===== src/rtl/shift_sequencer.sv =====
// shift_sequencer: multi-bit shift controller wrapped around the single-bit
// `shift` unit. One command is accepted at a time. The unit is stepped once
// per clock until the requested amount is reached, then the result is
// presented with a one-cycle `done` pulse.

// shift: single-step shifter. Each evaluation moves A by exactly one bit in
// the direction selected by FuncCode. B takes part in no shift operation.
module shift #(
  parameter int data_width = 16
) (
  input  logic [data_width-1:0] A,
  input  logic [data_width-1:0] B,
  input  logic [3:0]            FuncCode,
  output logic [data_width-1:0] C,
  output logic                  OverflowFlag
);

  // Function codes shared with the ALU decoder (alu_func.v).
  localparam logic [3:0] FUNC_LLS = 4'd8;
  localparam logic [3:0] FUNC_LRS = 4'd9;
  localparam logic [3:0] FUNC_ALS = 4'd10;
  localparam logic [3:0] FUNC_ARS = 4'd11;

  // B is an ALU operand that the shift operations never consume.
  logic b_unused;
  assign b_unused = |B;

  // One-bit shift. The operand is unsigned, so arithmetic right also fills
  // with zero. Any other code produces zero.
  always_comb begin
    C            = '0;
    OverflowFlag = 1'b0;
    case (FuncCode)
      FUNC_LLS, FUNC_ALS: C = {A[data_width-2:0], 1'b0};
      FUNC_LRS, FUNC_ARS: C = {1'b0, A[data_width-1:1]};
      default:            C = '0;
    endcase
  end

endmodule

module shift_sequencer #(
  parameter int DATA_WIDTH = 16,
  parameter int AMT_WIDTH  = 4
) (
  input  logic                  clk,
  input  logic                  reset,
  input  logic                  start,
  input  logic [DATA_WIDTH-1:0] A,
  input  logic [AMT_WIDTH-1:0]  amount,
  input  logic [3:0]            FuncCode,
  output logic                  busy,
  output logic                  done,
  output logic [DATA_WIDTH-1:0] C,
  output logic                  err
);

  localparam logic [3:0] FUNC_LLS = 4'd8;
  localparam logic [3:0] FUNC_LRS = 4'd9;
  localparam logic [3:0] FUNC_ALS = 4'd10;
  localparam logic [3:0] FUNC_ARS = 4'd11;

  typedef enum logic [1:0] {
    S_IDLE  = 2'd0,
    S_SHIFT = 2'd1,
    S_DONE  = 2'd2
  } state_t;

  state_t                state_q,  state_d;
  logic [DATA_WIDTH-1:0] work_q,   work_d;
  logic [AMT_WIDTH-1:0]  cnt_q,    cnt_d;
  logic [3:0]            func_q,   func_d;
  logic [DATA_WIDTH-1:0] c_q,      c_d;
  logic                  err_q,    err_d;

  logic [DATA_WIDTH-1:0] shift_c;
  logic                  shift_ovf_unused;
  logic                  func_legal;

  // The single-bit unit always operates on the working register with the
  // captured function; its overflow flag is never set for shifts.
  shift #(
    .data_width (DATA_WIDTH)
  ) u_shift (
    .A            (work_q),
    .B            ({DATA_WIDTH{1'b0}}),
    .FuncCode     (func_q),
    .C            (shift_c),
    .OverflowFlag (shift_ovf_unused)
  );

  // Only the four shift codes are serviced; anything else is flagged.
  always_comb begin
    func_legal = 1'b0;
    case (FuncCode)
      FUNC_LLS, FUNC_LRS, FUNC_ALS, FUNC_ARS: func_legal = 1'b1;
      default:                                func_legal = 1'b0;
    endcase
  end

  // Next-state logic: accept in IDLE/DONE, count down in SHIFT, and load the
  // result registers only on the transition into DONE.
  always_comb begin
    state_d = state_q;
    work_d  = work_q;
    cnt_d   = cnt_q;
    func_d  = func_q;
    c_d     = c_q;
    err_d   = err_q;
    case (state_q)
      S_IDLE, S_DONE: begin
        if (start) begin
          work_d = A;
          cnt_d  = amount;
          func_d = FuncCode;
          if (!func_legal) begin
            state_d = S_DONE;
            c_d     = '0;
            err_d   = 1'b1;
          end else if (amount == '0) begin
            state_d = S_DONE;
            c_d     = A;
            err_d   = 1'b0;
          end else begin
            state_d = S_SHIFT;
          end
        end else begin
          state_d = S_IDLE;
        end
      end
      S_SHIFT: begin
        work_d = shift_c;
        cnt_d  = cnt_q - 1'b1;
        if (cnt_q == AMT_WIDTH'(1)) begin
          state_d = S_DONE;
          c_d     = shift_c;
          err_d   = 1'b0;
        end
      end
      default: state_d = S_IDLE;
    endcase
  end

  // State and datapath registers; reset takes priority over any command.
  always_ff @(posedge clk) begin
    if (reset) begin
      state_q <= S_IDLE;
      work_q  <= '0;
      cnt_q   <= '0;
      func_q  <= '0;
      c_q     <= '0;
      err_q   <= 1'b0;
    end else begin
      state_q <= state_d;
      work_q  <= work_d;
      cnt_q   <= cnt_d;
      func_q  <= func_d;
      c_q     <= c_d;
      err_q   <= err_d;
    end
  end

  assign busy = (state_q == S_SHIFT);
  assign done = (state_q == S_DONE);
  assign C    = c_q;
  assign err  = err_q;

endmodule


===== config.mk =====
export PLATFORM = sky130hd
export DESIGN_NAME = shift_sequencer
export DESIGN_NICKNAME = d
export VERILOG_FILES = /design/src/rtl/shift_sequencer.sv
export SDC_FILE = /design/constraint.sdc
export NUM_CORES = 1
export LEC_CHECK = 0
export BUFFER_PORTS_ARGS = -buffer_cell sky130_fd_sc_hd__clkbuf_2
export CAP_MARGIN = 20
export CELL_PAD_IN_SITES_DETAIL_PLACEMENT = 0
export CELL_PAD_IN_SITES_GLOBAL_PLACEMENT = 1
export CORE_ASPECT_RATIO = 1.75
export CORE_MARGIN = 2
export CORE_UTILIZATION = 35
export CTS_BUF_LIST = sky130_fd_sc_hd__clkbuf_16
export CTS_CLUSTER_DIAMETER = 100
export CTS_CLUSTER_SIZE = 14
export DETAILED_ROUTE_END_ITERATION = 8
export GPL_TIMING_DRIVEN = 0
export HOLD_SLACK_MARGIN = 0.08
export PLACE_DENSITY_LB_ADDON = 0.1
export SYNTH_ARGS = -nofsm -noshare
export SYNTH_HDL_FRONTEND = slang
export SYNTH_SLANG_ARGS = --single-unit
export TNS_END_PERCENT = 30

===== constraint.sdc =====
create_clock -name clk -period 2.11 [get_ports clk]
set_clock_uncertainty 0.05 [all_clocks]
set_input_delay 0.633 -clock clk [delete_from_list [all_inputs] [get_ports clk]]
set_output_delay 0.633 -clock clk [all_outputs]
set_load 0.05 [all_outputs]

==> flow_summary.ini, run 1 <==
[logic_synthesis]
ys_ff_latch = 42
synth_edf_count = 0
synth_top_family_by_area = compound AO/OA/AOI/OAI gates
syn-num-nets = 270
yosys-top-cells-area = dfxtp_1 (40%), mux2_2 (8.5%), a211oi_1 (7.4%)
async_flop_share_pct = 0
yosysUniqueCellTypes = 33
synth-adder-area-share_pct = 1.18
yosysTopAreaCell = dfxtp_1
syn-cell-area_um2 = 2130
yosys_warnings = 0
synth-xor-area-share_pct = 0
syn_inst = 241
avgSynthCellArea_um2 = 8.82
synthMostInstantiatedCell = dfxtp_1
synthSimpleGateAreaFrac_pct = 14.6
yosys-mux-area-fraction_pct = 8.48
synth.top_cell.area_share_pct = 39.6
synth_commonest_cells = dfxtp_1 (42), nor2_1 (28), nand2_1 (24)
synth_compound_area_share_pct = 28.0
ys_seq_area_share_pct = 39.6
synthFlopType = dfxtp_1

[floorplanning]
start_util_pct = 36.2
die_height_um = 107
io_pins = 46
die_w_um = 62.9
rows = 37
die_area_um2 = 6740
coreArea_um2 = 5880

[global_route]
grt_start_max_net_pins = 12
grt_use_total_pct = 19.8
antenna_found_initial = 0
grt_pass1_vias = 2071
grt_pass1_wl_mm = 10.2
grt_overflow = 0

[sta]
hold_viol_final = 0
hold_slack_ns = 0.404
min_period_ns = 1.96
slew_headroom_pct = 51.7
fin_crit_sh_pct = 92.9
tightest_slew_ns = 0.724
max_freq_mhz = 510
setup_violations = 0
slew_violations = 0
grt_setup_unrepaired = false

[drt]
drt_wl_total_mm = 6.23
via_per_inst = 5.46
num_vias = 2016
post_drt_wl_per_cell_um = 16.9
postRouteAntennaNets = 0
first_pass_iters = 5
drc = 0
dr.first_iter.drc_count = 116

[critical_path]
cp.required_ns = 2.27
crit_path_max_fanout = 10
critPathMaxStageDelay_ns = 0.49
r2r_slack_ns = 0.19
crit_type = input port to flip-flop
cp-end-kind = flip-flop
cp_top_family = simple AND/OR/NAND/NOR gates
worstReg2RegStart = state_q[1]$_SDFFE_PP0P_
r2r-end = C[8]$_SDFFE_PP0P_
start_kind = input port
reg2reg_depth = 6
critPathArrivalTime_ns = 2.12
crit_buf_inv = 2
crit_chain = clkbuf_2 > nand2b_1 > nor2_1 > buf_4 > a222oi_1 > a211oi_2
slowest_stage = nor2_1
worst-path-stages = 6

[hold_path]
min_to = func_q[3]$_SDFFE_PP0P_
hold_path_depth = 2
hold_start = func_q[3]$_SDFFE_PP0P_
hp-class = flip-flop to flip-flop

[flow_run]
max-cap-violations = 0

[cts]
cts_root_buffer = clkbuf_16
numCtsBuffers = 5
ctsLongestPathBuffers = 2
cts-hold-fix-buffers = 0
h-tree-depth = 2
cts_tree = done
clk_pin_slew_ns = 0.06
postCtsSetupRepairBufs = 0
cts.sinks = 42
clk_latency_ns = 0.29
ctsResizeCount = 0

[placed_design]
port_buffers = 43
dp_hpwl_mm = 4.54
dp.cells = 362
gp_congestion = 0.770

[power_and_ir_drop]
vdd_drop_max_uv = 428
cellLeakagePower_nw = 1.07
powerDensity_nw_per_um2 = 813

[cells_and_area]
areaGrowthSynthToFinish_pct = 21.0
layout-drive-gt1-share_pct = 29.9
instances_no_fill = 369
num_antenna_cells = 0
fin_nets = 320

[run_status]
outcome = finished clean
[metal layers]
layer	part of all wire, %	up-vias	global-route usage (%)
met3	4.4	14	3.78
met1	39	964	21.2
met4	3.4	0	10.5
met5	0	-	0
met2	54	64	35.9
li1	-	974	-
[cells in the final DEF, fill, tap and decap left out, drive strengths merged, types with 2 or more instances in the layout]
cell / Yosys / layout
inv: 19 / 21
nand3: 2 / 2
nand2: 24 / 24
nor2b: 2 / 2
a222oi: 15 / 15
a21oi: 8 / 8
nand2b: 3 / 3
a211oi: 30 / 30
nor3: 2 / 2
ha: 2 / 2
o21ai: 16 / 16
dfxtp: 42 / 42
clkbuf: 13 / 61
buf: 8 / 8
nor2: 28 / 28
mux2: 16 / 16
a221oi: 3 / 3
[worst reg2reg max path: cells and delay by family, from the launching register on]
family	cells	cell delay [ns]
compound gates	2	0.55
flops	1	0.32
simple gates	2	0.43
buf+inv	2	0.44
[per-stage QoR]
stage / power (mW) / worst slack, ns / cell area (um^2) / setup TNS (ns) / utilization (%)
3_3_place_gp: 1.38 / -0.185 / 2440 / -1.23 / 41.5
3_5_place_dp: 1.38 / -0.165 / 2440 / -1.18 / 41.5
2_1_floorplan: 1.24 / 0.319 / 2130 / 0 / -
6_report: 2.09 / 0.151 / 2570 / 0 / 43.7
4_1_cts: 2.12 / 0.138 / 2570 / 0 / 43.7
5_1_grt: 2.19 / 0.0255 / 2570 / 0 / 43.7
[kinds of logic (layout without fill, tap and decap cells)]
kind of cell | count (synthesis) | after routing
AO/OA/AOI/OAI | 75 | 75
adder cells (fa/ha/maj) | 2 | 2
buffers and inverters | 40 | 90
flip-flops | 42 | 42
multiplexers | 16 | 16
AND/OR/NAND/NOR | 66 | 66
[worst max path at each step]
| stage | start | endpoint | slack, ns |
|---|---|---|---|
| 4_1_cts | amount[2] | C[8]$_SDFFE_PP0P_ | 0.14 |
| 6_report | FuncCode[2] | C[8]$_SDFFE_PP0P_ | 0.15 |
| 3_3_place_gp | amount[2] | C[8]$_SDFFE_PP0P_ | -0.18 |
| 2_1_floorplan | amount[2] | C[10]$_SDFFE_PP0P_ | 0.32 |
| 3_5_place_dp | amount[2] | C[8]$_SDFFE_PP0P_ | -0.17 |
| 5_1_grt | FuncCode[2] | C[0]$_SDFFE_PP0P_ | 0.03 |
[report_power, final]
part | switching (mW) | internal [mW]
combinational | 0.293 | 0.161
sequential | 0.0413 | 0.860
clock | 0.311 | 0.424
[final cells by class]
class	instances	area, um^2
fill	647	3310
clock buffer	5	125
timing repair buffer	43	215
inverter	19	71.3
tap	78	97.6
clock inverter	2	7.51
buffer	21	103
sequential	42	841
multi-input combinational	159	1110
[state kept, by name, indices dropped and copies added, names as in the netlist]
register and cells:
C 16, work_q 16, state_q 2, cnt_q 4, func_q 3, err 1
Note: power is estimated with default switching activity, not from simulation.
==> inputs of run 2 (changes only) <==
- SYNTH_HIERARCHICAL: default -> 1
==> flow_summary.ini, run 2 <==
[flow_run]
max-cap-violations = 0

[placed_design]
port_buffers = 43
dp_hpwl_mm = 5.72
gp_congestion = 0.821
place_area_um2 = 2700
preCtsSetupSlack_ns = -0.0322
dp.cells = 404

[critical_path]
crit_chain = nand2b_1 > inv_2 > clkbuf_4
critPathArrivalTime_ns = 1.27
slowest_stage = dfxtp_1
cp-end-kind = primary output
crit_path_max_fanout = 13
cp.required_ns = 1.43
r2r_slack_ns = 0.31
crit_type = flip-flop to primary output
start_kind = flip-flop
critPathMaxStageDelay_ns = 0.37

[power_and_ir_drop]
clockPowerShare_pct = 42.2
seq_power_share_pct = 37.7
switching_share_pct = 28.8
powerDensity_nw_per_um2 = 825
cellLeakagePower_nw = 1.15
vdd_drop_max_uv = 401
power_frac_comb_pct = 20.1
p_int_mw = 1.70
switchingPower_mw = 0.686

[drt]
dr.first_iter.drc_count = 139
drc = 0
drt_wl_total_mm = 7.49
m1WireLength_mm = 2.89
postRouteAntennaNets = 0
post_drt_wl_per_cell_um = 18.2
first_pass_iters = 4
via_per_inst = 5.36
dr_wl_met3_um = 239
wl_met2_mm = 4.07
top_layer = met4
num_vias = 2204

[global_route]
grt_pass1_vias = 2249
grt_pass1_wl_mm = 11.8
antenna_found_initial = 0
grt_overflow = 0
grt_start_max_net_pins = 14
grt_use_total_pct = 21.3

[floorplanning]
die_height_um = 113
rows = 39
die_area_um2 = 7520
die_w_um = 66.4
io_pins = 46
start_util_pct = 36.2
coreArea_um2 = 6590

[cells_and_area]
layout.cells.most_common_list = clkbuf_2 (43), dfxtp_1 (42), nand2_1 (41), nor2_1 (41), a311oi_1 (31)
num_antenna_cells = 0
final_common_cell = clkbuf_2
layout-drive-gt1-share_pct = 26.1
nFillCells = 675
fin_util_pct = 43.9
instances_no_fill = 411
areaGrowthSynthToFinish_pct = 21.1
design_area_um2 = 2890
fin_nets = 357

[logic_synthesis]
syn-num-nets = 308
avgSynthCellArea_um2 = 8.55
syn_inst = 279
syn-cell-area_um2 = 2380
yosys_warnings = 6

[cts]
postCtsSetupRepairBufs = 0
ctsLongestPathBuffers = 2
clk_pin_slew_ns = 0.06
cts.sinks = 42
cts_root_buffer = clkbuf_16
h-tree-depth = 2
numCtsBuffers = 5
cts_tree = done
clk_latency_ns = 0.29

[sta]
slew_headroom_pct = 60.9
fin_crit_sh_pct = 92.4
setup-tns-final_ns = 0
grt_setup_unrepaired = false
slew_violations = 0
hold_viol_final = 0
setup_violations = 0
min_period_ns = 1.95
fin_ws_ns = 0.160
tightest_slew_ns = 0.587
max_freq_mhz = 513

[hold_path]
hp-class = flip-flop to flip-flop

[run_status]
outcome = finished clean
run 2: cell count changes in the layout (fill, tap and decap cells not counted), sizes merged, moves of 14 or more:
cell / change
and2: +15
mux2i: +14
nor2: +14
o21ai: -14
a211oi: -30
a221oi: +15
mux2: -16
a222oi: -15
a311oi: +32
nand2: +17
run 2: worst max-delay path, delay by kind of cell, from the launching register on:
family / cells / cell delay, ns
buffers and inverters: 2 / 0.51
flip-flops: 1 / 0.37
AND/OR/NAND/NOR: 1 / 0.10
run 2: worst paths after layout:
check | start | end | cells after the start
min | func_q[3]$_SDFFE_PP0P_ | func_q[3]$_SDFFE_PP0P_ | 2
max reg2reg | state_q[0]$_SDFFE_PP0N_ | C[4]$_SDFFE_PP0P_ | 6
min reg2reg | func_q[3]$_SDFFE_PP0P_ | func_q[3]$_SDFFE_PP0P_ | 2
max | state_q[0]$_SDFFE_PP0N_ | busy | 3
run 2: stage by stage:
| step | hold WS, ns | power (mW) |
|---|---|---|
| after floorplan | 0.381 | 1.25 |
| after global placement | 0.393 | 1.40 |
| after detailed placement | 0.398 | 1.40 |
| after CTS | 0.406 | 2.41 |
| after global routing | 0.427 | 2.49 |
| final | 0.407 | 2.38 |
run 2: timing repair:
item	in CTS	in global routing
resized for setup	1	0
hold buffers	0	0
setup endpoints to repair	1	1
run 2: per-layer routing:
metal  vias up  global-route usage (%)
met5         -                       0
met4         0                    12.1
met3        14                    3.48
met2        55                    38.9
met1      1050                    22.2
li1       1085                       -
run 2: final cells by class:
| cell class | instances | area (um^2) | area share [%] |
|---|---|---|---|
| clock buffers | 5 | 125 | 4.33 |
| plain buffers | 26 | 174 | 6.02 |
| repair buffers | 43 | 218 | 7.54 |
| inverters | 20 | 75.1 | 2.60 |
| clock inverters | 3 | 63.8 | 2.21 |
| multi-input cells | 190 | 1290 | 44.7 |
| flip-flops and latches | 42 | 841 | 29.1 |
| well taps | 82 | 103 | 3.55 |
run 2: power groups by stage:
stage	registers [mW]	clock network, mW	logic (mW)
floorplan	0.997	0	0.255
global placement	0.916	0	0.482
detailed placement	0.917	0	0.484
CTS	0.899	1.03	0.485
global route	0.906	1.06	0.520
finish	0.899	1.00	0.479
==> inputs of run 3 (changes only) <==
- CORE_ASPECT_RATIO: 1.75 -> 1.5
==> flow_summary.ini, run 3 (synthesized netlist as in run 2, its figures left out) <==
[run_status]
outcome = finished clean

[hold_path]
min_to = func_q[2]$_SDFFE_PP0P_
hold_start = func_q[2]$_SDFFE_PP0P_
hold_path_depth = 2
hp-class = flip-flop to flip-flop

[critical_path]
crit_buf_inv = 2
crit_chain = nand2b_1 > inv_2 > clkbuf_4
cp_top_family = buffers and inverters
cp.required_ns = 1.43
cp-end-kind = primary output
r2r_slack_ns = 0.30
crit_type = flip-flop to primary output
worstReg2RegStart = state_q[1]$_SDFFE_PP0N_
r2r-end = C[7]$_SDFFE_PP0P_
critPathArrivalTime_ns = 1.27
slowest_stage = dfxtp_1
start_kind = flip-flop
crit_path_max_fanout = 13
reg2reg_depth = 6
critPathMaxStageDelay_ns = 0.30

[drt]
wl_met2_mm = 3.43
via_per_inst = 5.28
first_pass_iters = 4
post_drt_wl_per_cell_um = 16.6
num_vias = 2137
postRouteAntennaNets = 0
top_layer = met4
drc = 0
drt_wl_total_mm = 6.72
m1WireLength_mm = 2.93
dr.first_iter.drc_count = 107
dr_wl_met3_um = 278

[global_route]
grt_start_max_net_pins = 13
grt_pass1_wl_mm = 11.1
antenna_found_initial = 0
grt_use_total_pct = 18.8
grt_pass1_vias = 2164
grt_overflow = 0

[floorplanning]
die_w_um = 71.4
die_area_um2 = 7500
rows = 36
die_height_um = 105
coreArea_um2 = 6530
io_pins = 46
start_util_pct = 36.5

[placed_design]
port_buffers = 43
dp_hpwl_mm = 5.00
dp.cells = 398
gp_congestion = 0.830

[cells_and_area]
instances_no_fill = 405
layout.cells.most_common_list = clkbuf_2 (43), dfxtp_1 (42), nand2_1 (41), nor2_1 (41), a311oi_1 (31)
nFillCells = 691
multi_input_area_um2 = 1290
layout-drive-gt1-share_pct = 25.8
num_antenna_cells = 0
final_common_cell = clkbuf_2
fin_nets = 357
fin_util_pct = 43.3
seqCellArea_um2 = 841
areaGrowthSynthToFinish_pct = 18.7

[sta]
setup_violations = 0
hold_slack_ns = 0.402
grt_setup_unrepaired = false
slew_violations = 0
min_period_ns = 1.95
fin_crit_sh_pct = 92.5
setup-tns-final_ns = 0
max_freq_mhz = 512
slew_headroom_pct = 60.0
tightest_slew_ns = 0.600
hold_viol_final = 0

[power_and_ir_drop]
vdd_drop_max_uv = 295
power_frac_comb_pct = 22.3
p_int_mw = 1.45
clockPowerShare_pct = 35.2
totalPowerFinal_mw = 2.11
switchingPower_mw = 0.658
powerDensity_nw_per_um2 = 745
switching_share_pct = 31.2
seq_power_share_pct = 42.6
cellLeakagePower_nw = 1.13

[cts]
ctsLongestPathBuffers = 2
cts_tree = done
numCtsBuffers = 5
cts_root_buffer = clkbuf_16
postCtsSetupRepairBufs = 0
clk_latency_ns = 0.28
cts-hold-fix-buffers = 0
clk_pin_slew_ns = 0.06
cts.sinks = 42
h-tree-depth = 2

[flow_run]
max-cap-violations = 0
==> run 3: cell types whose count changed in the layout (fill, tap and decap cells not counted), sizes merged <==
cell	previous run	this run
bufinv	2	0
inv	20	21
clkinv	1	2
==> run 3: metal layers <==
| layer | up-vias | GRT usage, % |
|---|---|---|
| li1 | 1092 | - |
| met1 | 986 | 23.5 |
| met2 | 52 | 32.9 |
| met3 | 7 | 2.99 |
| met4 | 0 | 4.85 |
| met5 | - | 0 |
==> run 3: stage by stage <==
step	worst slack, ns	instance area (um^2)
final	0.157	2830
after detailed placement	0.0454	2700
after global routing	0.0832	2830
after global placement	0.0704	2700
after CTS	0.0324	2840
after floorplan	0.399	2380
==> run 3: worst min-delay path, cell delays in order, from the launching register on <==
cell	delay, ns
dfxtp_1	0.30
nand2_1	0.05
a21oi_1	0.05
==> run 3: power by group through the flow <==
stage               sequential, mW  clock [mW]  combinational, mW
floorplan                    0.997           0              0.255
global placement             0.915           0              0.472
detailed placement           0.915           0              0.475
CTS                          0.898       0.757              0.476
global route                 0.906       0.788              0.510
finish                       0.898       0.742              0.469
==> run 3: what timing repair did <==
| item | CTS | global route |
|---|---|---|
| resized for setup | 1 | 0 |
| endpoints found under the hold margin | 0 | 0 |
| pin swaps | 0 | 0 |
| endpoints found under the setup margin | 1 | 1 |
==> run 3: layout make-up <==
class	instances	area share, %
timing repair buffer	43	7.69
clock inverter	3	0.442
sequential	42	29.7
multi-input combinational	190	45.6
tap	76	3.36
clock buffer	5	4.42
inverter	20	2.65
buffer	26	6.15
==> run 3: worst max path at each step <==
| stage | from | end | slack (ns) | cells after the start |
|---|---|---|---|---|
| floorplan | amount[2] | C[13]$_SDFFE_PP0P_ | 0.40 | 5 |
| global placement | amount[2] | C[7]$_SDFFE_PP0P_ | 0.07 | 6 |
| detailed placement | amount[2] | C[7]$_SDFFE_PP0P_ | 0.05 | 6 |
| CTS | state_q[1]$_SDFFE_PP0N_ | busy | 0.03 | 4 |
| global route | state_q[1]$_SDFFE_PP0N_ | busy | 0.08 | 3 |
| finish | state_q[1]$_SDFFE_PP0N_ | busy | 0.16 | 3 |
